## config.mk

```make
export PLATFORM = sky130hd
export DESIGN_NAME = rom_loader
export DESIGN_NICKNAME = d
export VERILOG_FILES = /design/src/rtl/rom_pkg.sv /design/src/rtl/ines_header_check.sv /design/src/rtl/rom_loader.sv
export SDC_FILE = /design/constraint.sdc
export NUM_CORES = 1
export LEC_CHECK = 0
export ABC_AREA = 1
export CORE_ASPECT_RATIO = 1.75
export CORE_MARGIN = 3
export CORE_UTILIZATION = 50
export DETAILED_ROUTE_END_ITERATION = 16
export DONT_BUFFER_PORTS = 1
export GPL_TIMING_DRIVEN = 0
export PLACE_DENSITY = 0.67
export SETUP_SLACK_MARGIN = 0.05
export SLEW_MARGIN = 5
export SYNTH_ARGS = -nofsm -noshare
export SYNTH_HDL_FRONTEND = slang
export SYNTH_HIERARCHICAL = 1
export SYNTH_SLANG_ARGS = --single-unit
```

## constraint.sdc

```tcl
create_clock -name cpu_clk -period 3.3 [get_ports cpu_clk]
set_clock_uncertainty 0.05 [all_clocks]
set_input_delay 0.99 -clock cpu_clk [delete_from_list [all_inputs] [get_ports cpu_clk]]
set_output_delay 0.99 -clock cpu_clk [all_outputs]
set_load 0.05 [all_outputs]
```

## src/rtl/rom_pkg.sv

```systemverilog
// Shared types and constants for the iNES ROM loader: FSM states, header magic,
// error encodings and default NROM image sizes.
package rom_pkg;

  typedef enum logic [2:0] {
    S_IDLE,
    S_HEADER,
    S_PRG,
    S_CHR,
    S_DONE,
    S_ERROR
  } state_t;

  localparam logic [7:0] INES_MAGIC0 = 8'h4E;
  localparam logic [7:0] INES_MAGIC1 = 8'h45;
  localparam logic [7:0] INES_MAGIC2 = 8'h53;
  localparam logic [7:0] INES_MAGIC3 = 8'h1A;

  // Only one 16k PRG bank and one 8k CHR bank are supported
  localparam logic [7:0] INES_PRG_UNITS = 8'h01;
  localparam logic [7:0] INES_CHR_UNITS = 8'h01;
  localparam int         INES_TRAINER_BIT = 2;

  localparam int HDR_LEN = 16;

  localparam logic [1:0] ERR_NONE    = 2'd0;
  localparam logic [1:0] ERR_MAGIC   = 2'd1;
  localparam logic [1:0] ERR_SIZE    = 2'd2;
  localparam logic [1:0] ERR_TRAINER = 2'd3;

  localparam int PRG_BYTES_DEF = 16384;
  localparam int CHR_BYTES_DEF = 8192;

endpackage

```

## src/rtl/ines_header_check.sv

```systemverilog
// Combinational check of one iNES header byte against its position in the header.
// Latency 0; no flow control, the caller decides when the result is used.
module ines_header_check
  import rom_pkg::*;
(
  input  logic [3:0] i_idx,
  input  logic [7:0] i_data,
  output logic       o_pass,
  output logic [1:0] o_err_code
);

  always_comb begin
    o_pass     = 1'b1;
    o_err_code = ERR_NONE;
    case (i_idx)
      4'd0: if (i_data != INES_MAGIC0) begin o_pass = 1'b0; o_err_code = ERR_MAGIC; end
      4'd1: if (i_data != INES_MAGIC1) begin o_pass = 1'b0; o_err_code = ERR_MAGIC; end
      4'd2: if (i_data != INES_MAGIC2) begin o_pass = 1'b0; o_err_code = ERR_MAGIC; end
      4'd3: if (i_data != INES_MAGIC3) begin o_pass = 1'b0; o_err_code = ERR_MAGIC; end
      4'd4: if (i_data != INES_PRG_UNITS) begin o_pass = 1'b0; o_err_code = ERR_SIZE; end
      4'd5: if (i_data != INES_CHR_UNITS) begin o_pass = 1'b0; o_err_code = ERR_SIZE; end
      4'd6: if (i_data[INES_TRAINER_BIT]) begin o_pass = 1'b0; o_err_code = ERR_TRAINER; end
      default: ;
    endcase
  end

endmodule

```

## src/rtl/rom_loader.sv

```systemverilog
// Streams an iNES image into PRG/CHR ROM write ports; writes appear one cycle after
// byte acceptance, and in_ready drops outside HEADER/PRG/CHR so the source stalls.
module rom_loader
  import rom_pkg::*;
#(
  parameter int PRG_BYTES = PRG_BYTES_DEF,
  parameter int CHR_BYTES = CHR_BYTES_DEF
) (
  input  logic        cpu_clk,
  input  logic        rst,
  input  logic        start,
  input  logic        in_valid,
  input  logic [7:0]  in_data,
  output logic        in_ready,
  output logic        prg_we,
  output logic [13:0] prg_addr,
  output logic [7:0]  prg_wd,
  output logic        chr_we,
  output logic [12:0] chr_addr,
  output logic [7:0]  chr_wd,
  output logic        busy,
  output logic        done,
  output logic        err,
  output logic [1:0]  err_code,
  output logic        cpu_hold
);

  localparam logic [13:0] HDR_LAST = 14'(HDR_LEN - 1);
  localparam logic [13:0] PRG_LAST = 14'(PRG_BYTES - 1);
  localparam logic [13:0] CHR_LAST = 14'(CHR_BYTES - 1);

  state_t      r_state;
  state_t      w_state_nxt;
  logic [13:0] r_cnt;
  logic [13:0] w_cnt_nxt;
  logic [1:0]  r_err_code;
  logic [1:0]  w_err_code_nxt;
  logic        w_accept;
  logic        w_hdr_pass;
  logic [1:0]  w_hdr_err_code;
  logic        r_prg_we;
  logic [13:0] r_prg_addr;
  logic [7:0]  r_prg_wd;
  logic        r_chr_we;
  logic [12:0] r_chr_addr;
  logic [7:0]  r_chr_wd;

  ines_header_check u_hdr_check (
    .i_idx      (r_cnt[3:0]),
    .i_data     (in_data),
    .o_pass     (w_hdr_pass),
    .o_err_code (w_hdr_err_code)
  );

  assign in_ready = (r_state == S_HEADER) || (r_state == S_PRG) || (r_state == S_CHR);
  assign busy     = in_ready;
  assign w_accept = in_valid && in_ready;
  assign done     = (r_state == S_DONE);
  assign err      = (r_state == S_ERROR);
  assign err_code = r_err_code;
  assign cpu_hold = !done;

  always_comb begin
    w_state_nxt    = r_state;
    w_cnt_nxt      = r_cnt;
    w_err_code_nxt = r_err_code;
    case (r_state)
      S_IDLE, S_DONE, S_ERROR: begin
        if (start) begin
          w_state_nxt    = S_HEADER;
          w_cnt_nxt      = '0;
          w_err_code_nxt = ERR_NONE;
        end
      end
      S_HEADER: begin
        if (w_accept) begin
          if (!w_hdr_pass) begin
            w_state_nxt    = S_ERROR;
            w_err_code_nxt = w_hdr_err_code;
          end else if (r_cnt == HDR_LAST) begin
            w_state_nxt = S_PRG;
            w_cnt_nxt   = '0;
          end else begin
            w_cnt_nxt = r_cnt + 14'd1;
          end
        end
      end
      S_PRG: begin
        if (w_accept) begin
          if (r_cnt == PRG_LAST) begin
            w_state_nxt = S_CHR;
            w_cnt_nxt   = '0;
          end else begin
            w_cnt_nxt = r_cnt + 14'd1;
          end
        end
      end
      S_CHR: begin
        if (w_accept) begin
          if (r_cnt == CHR_LAST) begin
            w_state_nxt = S_DONE;
            w_cnt_nxt   = '0;
          end else begin
            w_cnt_nxt = r_cnt + 14'd1;
          end
        end
      end
      default: w_state_nxt = S_IDLE;
    endcase
  end

  always_ff @(posedge cpu_clk or posedge rst) begin
    if (rst) begin
      r_state    <= S_IDLE;
      r_cnt      <= '0;
      r_err_code <= ERR_NONE;
    end else begin
      r_state    <= w_state_nxt;
      r_cnt      <= w_cnt_nxt;
      r_err_code <= w_err_code_nxt;
    end
  end

  // Write strobes are single-cycle; address/data hold their last value between writes
  always_ff @(posedge cpu_clk or posedge rst) begin
    if (rst) begin
      r_prg_we   <= 1'b0;
      r_prg_addr <= '0;
      r_prg_wd   <= '0;
      r_chr_we   <= 1'b0;
      r_chr_addr <= '0;
      r_chr_wd   <= '0;
    end else begin
      r_prg_we <= w_accept && (r_state == S_PRG);
      r_chr_we <= w_accept && (r_state == S_CHR);
      if (w_accept && (r_state == S_PRG)) begin
        r_prg_addr <= r_cnt;
        r_prg_wd   <= in_data;
      end
      if (w_accept && (r_state == S_CHR)) begin
        r_chr_addr <= r_cnt[12:0];
        r_chr_wd   <= in_data;
      end
    end
  end

  assign prg_we   = r_prg_we;
  assign prg_addr = r_prg_addr;
  assign prg_wd   = r_prg_wd;
  assign chr_we   = r_chr_we;
  assign chr_addr = r_chr_addr;
  assign chr_wd   = r_chr_wd;

endmodule
```

==> parameters.txt, run 1 <==
Parameter                              Value

Pwr
  Clock share of power ... roughly 16%
  Net Sw Frac ... a little under three fifths
  Fraction of power consumed by sequential logic ... between 50% and 60%
  Total power consumption of the routed design ... around 0.0038 W
  Leakage power figure ... 1.86 nW
  Power density over the cells ... 1060 nW/um^2
  Cell Int Power ... between 0.0015 and 0.002 W
  Largest voltage drop on the vdd net ... between 0.7 and 0.8 mV
  Psw ... between 0.002 and 0.0025 W
  Combinational share of power ... approximately 25%

Critical path
  Delay contributed by the slowest stage of the critical path ... 0.46 ns
  Signal arrival time at the worst endpoint ... about 1.8 ns
  Startpoint types ... register
  Required time reported for the critical path endpoint ... roughly 2.3 ns
  Kind of end point of the critical path ... output port
  Max Fanout on Critical Path ... 10
  Crit path kind ... register to output port
  Family with the most delay on the worst path ... buffers and inverters
  Crit path buffers/inverters ... 2
  Slowest cell on the critical path ... sky130_fd_sc_hd__inv_1
  Ordered cell list for the critical path ... buf_6, nor2_1, nand2_1, inv_1

Drt
  Number of remaining DRC errors ... 0
  Average routed wire per standard cell ... around 15 um
  WL final ... about 8000 um
  Via total after detailed routing ... 2804
  Remaining antenna violation count after routing ... 0
  Post-DR vias/cell ... 5.25
  DRC violation total after the first TritonRoute iteration ... 231
  Drt pass-1 iters ... 4

Placement
  Global placement routability congestion ... 0.903
  Port Buffer Count ... 0
  Total half-perimeter wirelength after legalization and detailed placement ... about 6000 um
  Total cell area at the placement stage ... about 3400 um^2

STA
  Tightest hold margin ... 0.502 ns
  Final worst path period need ... ~2.9 ns
  Final clock period utilization by the worst path ... 86.6%
  Final count of hold timing violations ... 0
  Tightest Pin Transition ... 0.833 ns
  Fmax achieved ... about 350 MHz
  Count of pins over their slew limit ... 0
  Fin Setup TNS ... 0 ns
  Worst slew margin ... between 40 and 50%
  Final number of setup-violating endpoints ... 0
  Setup repair after global routing missed its margin ... false

CTS
  Clock slew seen by the registers of the worst setup and hold paths ... 0.07 ns
  Clock tree from TritonCTS ... yes
  Cell chosen for the clock root ... sky130_fd_sc_hd__clkbuf_8
  CTS buffer count ... 9
  Number of resized instances in the post-cts repair step ... 0
  Clock sink count ... 64
  Post-CTS Hold Buffers ... 0
  Buffers from clock root to sink, at most ... 2
  Clock latency at the later pin of the worst-skew pair ... 0.35 ns
  Number of H-tree branching levels ... 3
  Total setup buffers inserted after CTS ... 0

Logic synthesis
  Syn_area_per_cell ... roughly 7.5 um^2
  Count of mapped cells out of synthesis ... 438
  Flop and latch count out of synthesis ... 64
  Library cells used by synthesis ... 27
  Warnings, synthesis ... 6
  Combined area of all synthesized cells ... between 3000 and 4000 um^2
  Total nets after synthesis ... 451
  Seq/Total Area, Yosys ... between 40% and 50%

Cells and area
  Net count reported at finish ... between 400 and 500
  Final cell area excluding filler cells ... approximately 3600 um^2
  Most common cell after layout, fill and taps aside ... sky130_fd_sc_hd__nand2_1
  Util after Layout ... between 50% and 60%
  Number of antenna repair diodes ... 0
  Fill cell count ... 626
  Layout Area Growth over Synthesis ... 9.04%
  Commonest non-fill, non-tap cells in the layout ... sky130_fd_sc_hd__nand2_1 (139), sky130_fd_sc_hd__dfrtp_1 (64), sky130_fd_sc_hd__inv_1 (49), sky130_fd_sc_hd__o21ai_0 (43), sky130_fd_sc_hd__nor2_1 (36)
  Share of cells above drive strength 1 ... between 10% and 20%
  Area of the multi-input gates ... roughly 1400 um^2
  Area taken by flip-flops and latches ... 1600 um^2

Floorplanning
  Io pins ... 64
  Cell Rows ... 38
  Initial core utilization ... a little over half
  Placeable Area ... 6280 um^2
  Die Y ... 113 um
  Die Span X ... around 67 um
  Die area ... 7630 um^2

Run status
  Run status ... finished clean

Global routing
  Total global routing track utilization ... approximately 23%
  Leftover overflow at the end of global routing ... 0
  Vias in the first global route ... 2753
  Number of antenna violations at the first check in global routing ... 0
  Maximum number of pins on one net before global-route repair ... 37
  Global-route wire length before repair ... about 13000 um

Min path
  Class of the tightest hold or removal check ... register to register

Run
  Max-cap violation count ... 0
per-stage QoR:
stage                     cells  setup WS [ns]
after global placement      518         0.0274
after CTS                   534          0.412
after floorplan             438          0.599
after detailed placement    519          0.805
final                       534          0.443
after global routing        534          0.372
cells in the mapped netlist:
master,n,area [um^2]
sky130_fd_sc_hd__clkbuf_2,1,5.00
sky130_fd_sc_hd__a21o_1,1,7.51
sky130_fd_sc_hd__buf_2,4,20.0
sky130_fd_sc_hd__o2111ai_1,1,8.76
sky130_fd_sc_hd__nand3_4,1,17.5
sky130_fd_sc_hd__inv_1,50,188
sky130_fd_sc_hd__nand3_2,3,30.0
sky130_fd_sc_hd__inv_2,8,30.0
sky130_fd_sc_hd__o21ai_1,11,55.1
sky130_fd_sc_hd__a21oi_1,3,15.0
sky130_fd_sc_hd__xor2_1,1,8.76
sky130_fd_sc_hd__nor3_1,9,45.0
sky130_fd_sc_hd__nand2_2,6,37.5
sky130_fd_sc_hd__o211ai_1,2,15.0
sky130_fd_sc_hd__nand2_1,139,522
sky130_fd_sc_hd__nor4_1,1,6.26
sky130_fd_sc_hd__nor2_4,3,33.8
sky130_fd_sc_hd__nand4_1,8,50.1
sky130_fd_sc_hd__buf_4,2,15.0
sky130_fd_sc_hd__dfrtp_1,64,1600
sky130_fd_sc_hd__o21ai_0,43,215
sky130_fd_sc_hd__nor2_1,36,135
sky130_fd_sc_hd__buf_6,2,22.5
sky130_fd_sc_hd__clkbuf_1,3,11.3
sky130_fd_sc_hd__ha_1,1,12.5
sky130_fd_sc_hd__nor2_2,8,50.1
sky130_fd_sc_hd__nand3_1,27,135
registers in the layout (all words and copies together) (netlist names):
register  cells
prg_addr     14
r_cnt        14
prg_we        1
chr_addr     13
chr_wd        8
chr_we        1
prg_wd        8
err_code      2
r_state       3
power groups by stage:
stage	logic (W)	clock network, W	registers, W
after floorplan	0.000786	0	0.00220
after global routing	0.00109	0.000652	0.00231
final	0.000938	0.000607	0.00226
after CTS	0.000952	0.000621	0.00227
after global placement	0.000922	0	0.00228
after detailed placement	0.000947	0	0.00229
tightest hold or removal path, cell delays in order (launching register included):
cell and delay (ns):
sky130_fd_sc_hd__dfrtp_1 0.37, sky130_fd_sc_hd__a21oi_1 0.05, sky130_fd_sc_hd__nor2_1 0.09
cells by family (layout without fill, tap and decap cells):
| kind of cell | Yosys count | in the layout | share of synthesized area (%) |
|---|---|---|---|
| flops | 64 | 64 | 48.6 |
| compound gates | 61 | 61 | 9.61 |
| buf+inv | 70 | 86 | 8.85 |
| simple gates | 241 | 241 | 32.3 |
| fa+ha+maj | 1 | 1 | 0.380 |
| xor+xnor | 1 | 1 | 0.266 |
worst paths after layout:
check	endpoint	from	depth (start not counted)	slack [ns]
max in group asynchronous	chr_wd[7]	rst	2	1.94
max reg2reg	r_cnt[5]	r_cnt[2]	14	1.23
min reg2reg	r_cnt[12]	r_cnt[12]	2	0.50
max	done	r_state[1]	4	0.44
min	r_cnt[12]	r_cnt[12]	2	0.50
min in group asynchronous	chr_addr[4]	rst	1	0.61
layer usage:
metal / vias to the layer above / track usage, % / wire length, um
met5: - / 0 / 0
met4: 0 / 9.62 / 187
met3: 13 / 6.45 / 421
met2: 82 / 39.2 / 4180
met1: 1294 / 26.8 / 3150
li1: 1415 / - / -
final cells by class:
type	instances	area share (%)
inverters	58	6.06
plain buffers	12	2.06
clock buffers	12	4.32
flip-flops and latches	64	44.6
multi-input cells	304	39.1
repair buffers	1	0.557
clock inverters	3	0.488
well taps	80	2.79
No activity file was read; power rests on OpenSTA's default activity.
==> inputs of run 2 (changes only) <==
--- a/config.mk
+++ b/config.mk
@@ -6,13 +6,12 @@
 export NUM_CORES = 1
 export LEC_CHECK = 0
 export ABC_AREA = 1
-export CORE_ASPECT_RATIO = 1.75
+export CORE_ASPECT_RATIO = 0.9
 export CORE_MARGIN = 3
 export CORE_UTILIZATION = 50
 export DETAILED_ROUTE_END_ITERATION = 16
-export DONT_BUFFER_PORTS = 1
 export GPL_TIMING_DRIVEN = 0
-export PLACE_DENSITY = 0.67
+export PLACE_DENSITY = 0.79
 export SETUP_SLACK_MARGIN = 0.05
 export SLEW_MARGIN = 5
 export SYNTH_ARGS = -nofsm -noshare
==> run 2 against run 1 <==
Effect of this change: critical path depth rose by 1; sequential cell count stayed put; total power up 16%; hold slack lost 0.066 ns.
==> parameters.txt, run 2 (synthesis results as in run 1) <==
Parameter                              Value

Run
  Max-cap violation count ... 0 (unchanged)

STA
  Tightest Pin Transition ... 0.668 ns (-0.164 ns)
  Final worst setup slack ... 0.276 ns (-0.167 ns)
  Worst slew margin ... 55.4% (+11 points)
  Final number of setup-violating endpoints ... 0 (unchanged)
  Count of pins over their slew limit ... 0 (unchanged)
  Setup repair after global routing missed its margin ... false
  Fmax achieved ... 331 MHz (-5.5%)
  Fin Setup TNS ... 0 ns (unchanged)
  Final count of hold timing violations ... 0 (unchanged)
  Final clock period utilization by the worst path ... 91.6% (+5.1 points)
  Final worst path period need ... 3.02 ns (+0.167 ns)

Cells and area
  Number of antenna repair diodes ... 0 (unchanged)
  Most common cell after layout, fill and taps aside ... sky130_fd_sc_hd__nand2_1
  Net count reported at finish ... 526 (+14%)
  Number of cells in the finished layout apart from fillers ... 605 (+13%)
  Commonest non-fill, non-tap cells in the layout ... sky130_fd_sc_hd__nand2_1 (139), sky130_fd_sc_hd__dfrtp_1 (64), sky130_fd_sc_hd__clkdlybuf4s50_1 (63), sky130_fd_sc_hd__inv_1 (49), sky130_fd_sc_hd__o21ai_0 (43)
  Share of cells above drive strength 1 ... 10.8% (-1.3 points)
  Layout Area Growth over Synthesis ... 28.6%

Min path
  Class of the tightest hold or removal check ... register to register

Pwr
  Leakage power figure ... 2.09 nW (+12%)
  Power density over the cells ... 1040 nW/um^2 (-1.9%)
  Largest voltage drop on the vdd net ... 0.604 mV (-15%)

CTS
  Number of resized instances in the post-cts repair step ... 0 (unchanged)
  Total setup buffers inserted after CTS ... 0 (unchanged)
  Post-CTS Hold Buffers ... 0 (unchanged)
  Clock tree from TritonCTS ... yes
  Clock sink count ... 64 (unchanged)
  Clock latency at the later pin of the worst-skew pair ... 0.34 ns (about the same)
  Cell chosen for the clock root ... sky130_fd_sc_hd__clkbuf_8
  Clock slew seen by the registers of the worst setup and hold paths ... 0.07 ns (about the same)
  Buffers from clock root to sink, at most ... 2 (unchanged)
  CTS buffer count ... 9 (unchanged)
  Number of H-tree branching levels ... 3 (unchanged)

Critical path
  Crit path buffers/inverters ... 3 (+1)
  Signal arrival time at the worst endpoint ... 1.98 ns (+0.16 ns)
  Crit path kind ... register to output port
  Required time reported for the critical path endpoint ... 2.26 ns (about the same)
  Family with the most delay on the worst path ... buffers and inverters
  Max Fanout on Critical Path ... 6 (-4)
  Delay contributed by the slowest stage of the critical path ... 0.78 ns (+0.32 ns)
  Ordered cell list for the critical path ... inv_2, nand2_2, nand2_1, buf_4, clkdlybuf4s50_1
  Kind of end point of the critical path ... output port
  Slowest cell on the critical path ... sky130_fd_sc_hd__clkdlybuf4s50_1
  Startpoint types ... register

Global routing
  Total global routing track utilization ... 22.6% (-0.53 points)
  Vias in the first global route ... 2990 (+8.6%)
  Number of antenna violations at the first check in global routing ... 0 (unchanged)
  Leftover overflow at the end of global routing ... 0 (unchanged)
  Maximum number of pins on one net before global-route repair ... 34 (-8.1%)
  Global-route wire length before repair ... 14000 um (+5.5%)

Drt
  Average routed wire per standard cell ... 13.6 um (-8.5%)
  Drt pass-1 iters ... 5 (+1)
  Via total after detailed routing ... 3101 (+11%)
  DRC violation total after the first TritonRoute iteration ... 293 (+27%)
  Number of remaining DRC errors ... 0 (unchanged)
  WL final ... 8230 um (+3.6%)
  Remaining antenna violation count after routing ... 0 (unchanged)
  Post-DR vias/cell ... 5.13 (-2.4%)

Floorplanning
  Placeable Area ... 6250 um^2 (-0.42%)
  Initial core utilization ... 52.7% (+0.22 points)
  Cell Rows ... 27 (-29%)
  Die Span X ... 91.5 um (+36%)
  Die Y ... 83.0 um (-27%)
  Die area ... 7600 um^2 (-0.49%)
  Io pins ... 64 (unchanged)

Placement
  Global placement routability congestion ... 0.919 (+1.8%)
  Port Buffer Count ... 63 (+63)
  Total half-perimeter wirelength after legalization and detailed placement ... 6200 um (+2.1%)
  Worst slack at placement ... 0.265 ns (-0.540 ns)
  DP Cell Count ... 589 (+13%)

Run status
  Run status ... finished clean
run 2: cell types whose count changed in the layout (fill, tap and decap cells not counted):
cell / delta
sky130_fd_sc_hd__clkdlybuf4s50_1: +63
sky130_fd_sc_hd__clkinv_4: +2
sky130_fd_sc_hd__clkinvlp_4: +2
sky130_fd_sc_hd__clkbuf_1: -1
sky130_fd_sc_hd__clkbuf_8: -1
sky130_fd_sc_hd__clkinv_2: -1
sky130_fd_sc_hd__nor3_1: +1
sky130_fd_sc_hd__nor3_2: -1
run 2: worst reg2reg max path: stages, from the launching register on:
cell                      delay [ns]
sky130_fd_sc_hd__dfrtp_1        0.52
sky130_fd_sc_hd__inv_1          0.12
sky130_fd_sc_hd__nand2_1        0.11
sky130_fd_sc_hd__nor2_1         0.17
sky130_fd_sc_hd__nand3_1        0.10
sky130_fd_sc_hd__nand2_1        0.07
sky130_fd_sc_hd__nor2_1         0.04
sky130_fd_sc_hd__nand2_1        0.08
sky130_fd_sc_hd__inv_1          0.07
sky130_fd_sc_hd__nand2_2        0.08
sky130_fd_sc_hd__nand2_2        0.06
sky130_fd_sc_hd__nor2_4         0.14
sky130_fd_sc_hd__buf_4          0.19
sky130_fd_sc_hd__nand2_1        0.08
sky130_fd_sc_hd__nand2_1        0.08
sky130_fd_sc_hd__nor2_1         0.05
run 2: area by class of cell:
cell class	instances	area [um^2]
fillers	539	2010
plain buffers	12	73.8
clock inverters	6	45.0
well taps	87	109
inverters	58	218
flip-flops and latches	64	1600
multi-input cells	304	1400
clock buffers	10	138
repair buffers	64	651
run 2: stage by stage:
step,utilization (%),total power [W],cell area (um^2),hold WS [ns]
6_report,67.8,0.00441,4240,0.435
5_1_grt,67.8,0.00465,4240,0.459
4_1_cts,67.8,0.00444,4240,0.442
3_5_place_dp,64.8,0.00382,4050,0.424
3_3_place_gp,64.5,0.00377,4030,0.415
2_1_floorplan,-,0.00299,3290,0.450
run 2: worst paths after layout:
check | start | to | slack (ns) | depth (start not counted)
min in group asynchronous | rst | prg_wd[6] | 1.02 | 2
max in group asynchronous | rst | r_cnt[3] | 1.56 | 3
worst max-delay path | r_state[2] | in_ready | 0.28 | 5
worst min-delay path | prg_addr[5] | prg_addr[5] | 0.44 | 2
worst max register to register | r_cnt[2] | r_cnt[3] | 1.18 | 15
worst min register to register | prg_addr[5] | prg_addr[5] | 0.44 | 2
run 2: power by group:
part | switching, W | total [W] | internal [W]
registers | 0.000206 | 0.00128 | 0.00108
clock network | 0.000311 | 0.000605 | 0.000293
logic | 0.00172 | 0.00252 | 0.000799
run 2: layer usage:
| metal | up-vias | global-route usage, % | part of all wire, % |
|---|---|---|---|
| met4 | 0 | 5.07 | 0.36 |
| li1 | 1543 | - | - |
| met2 | 93 | 37.2 | 49 |
| met5 | - | 0 | 0 |
| met3 | 4 | 6.52 | 6.2 |
| met1 | 1461 | 29.7 | 44 |
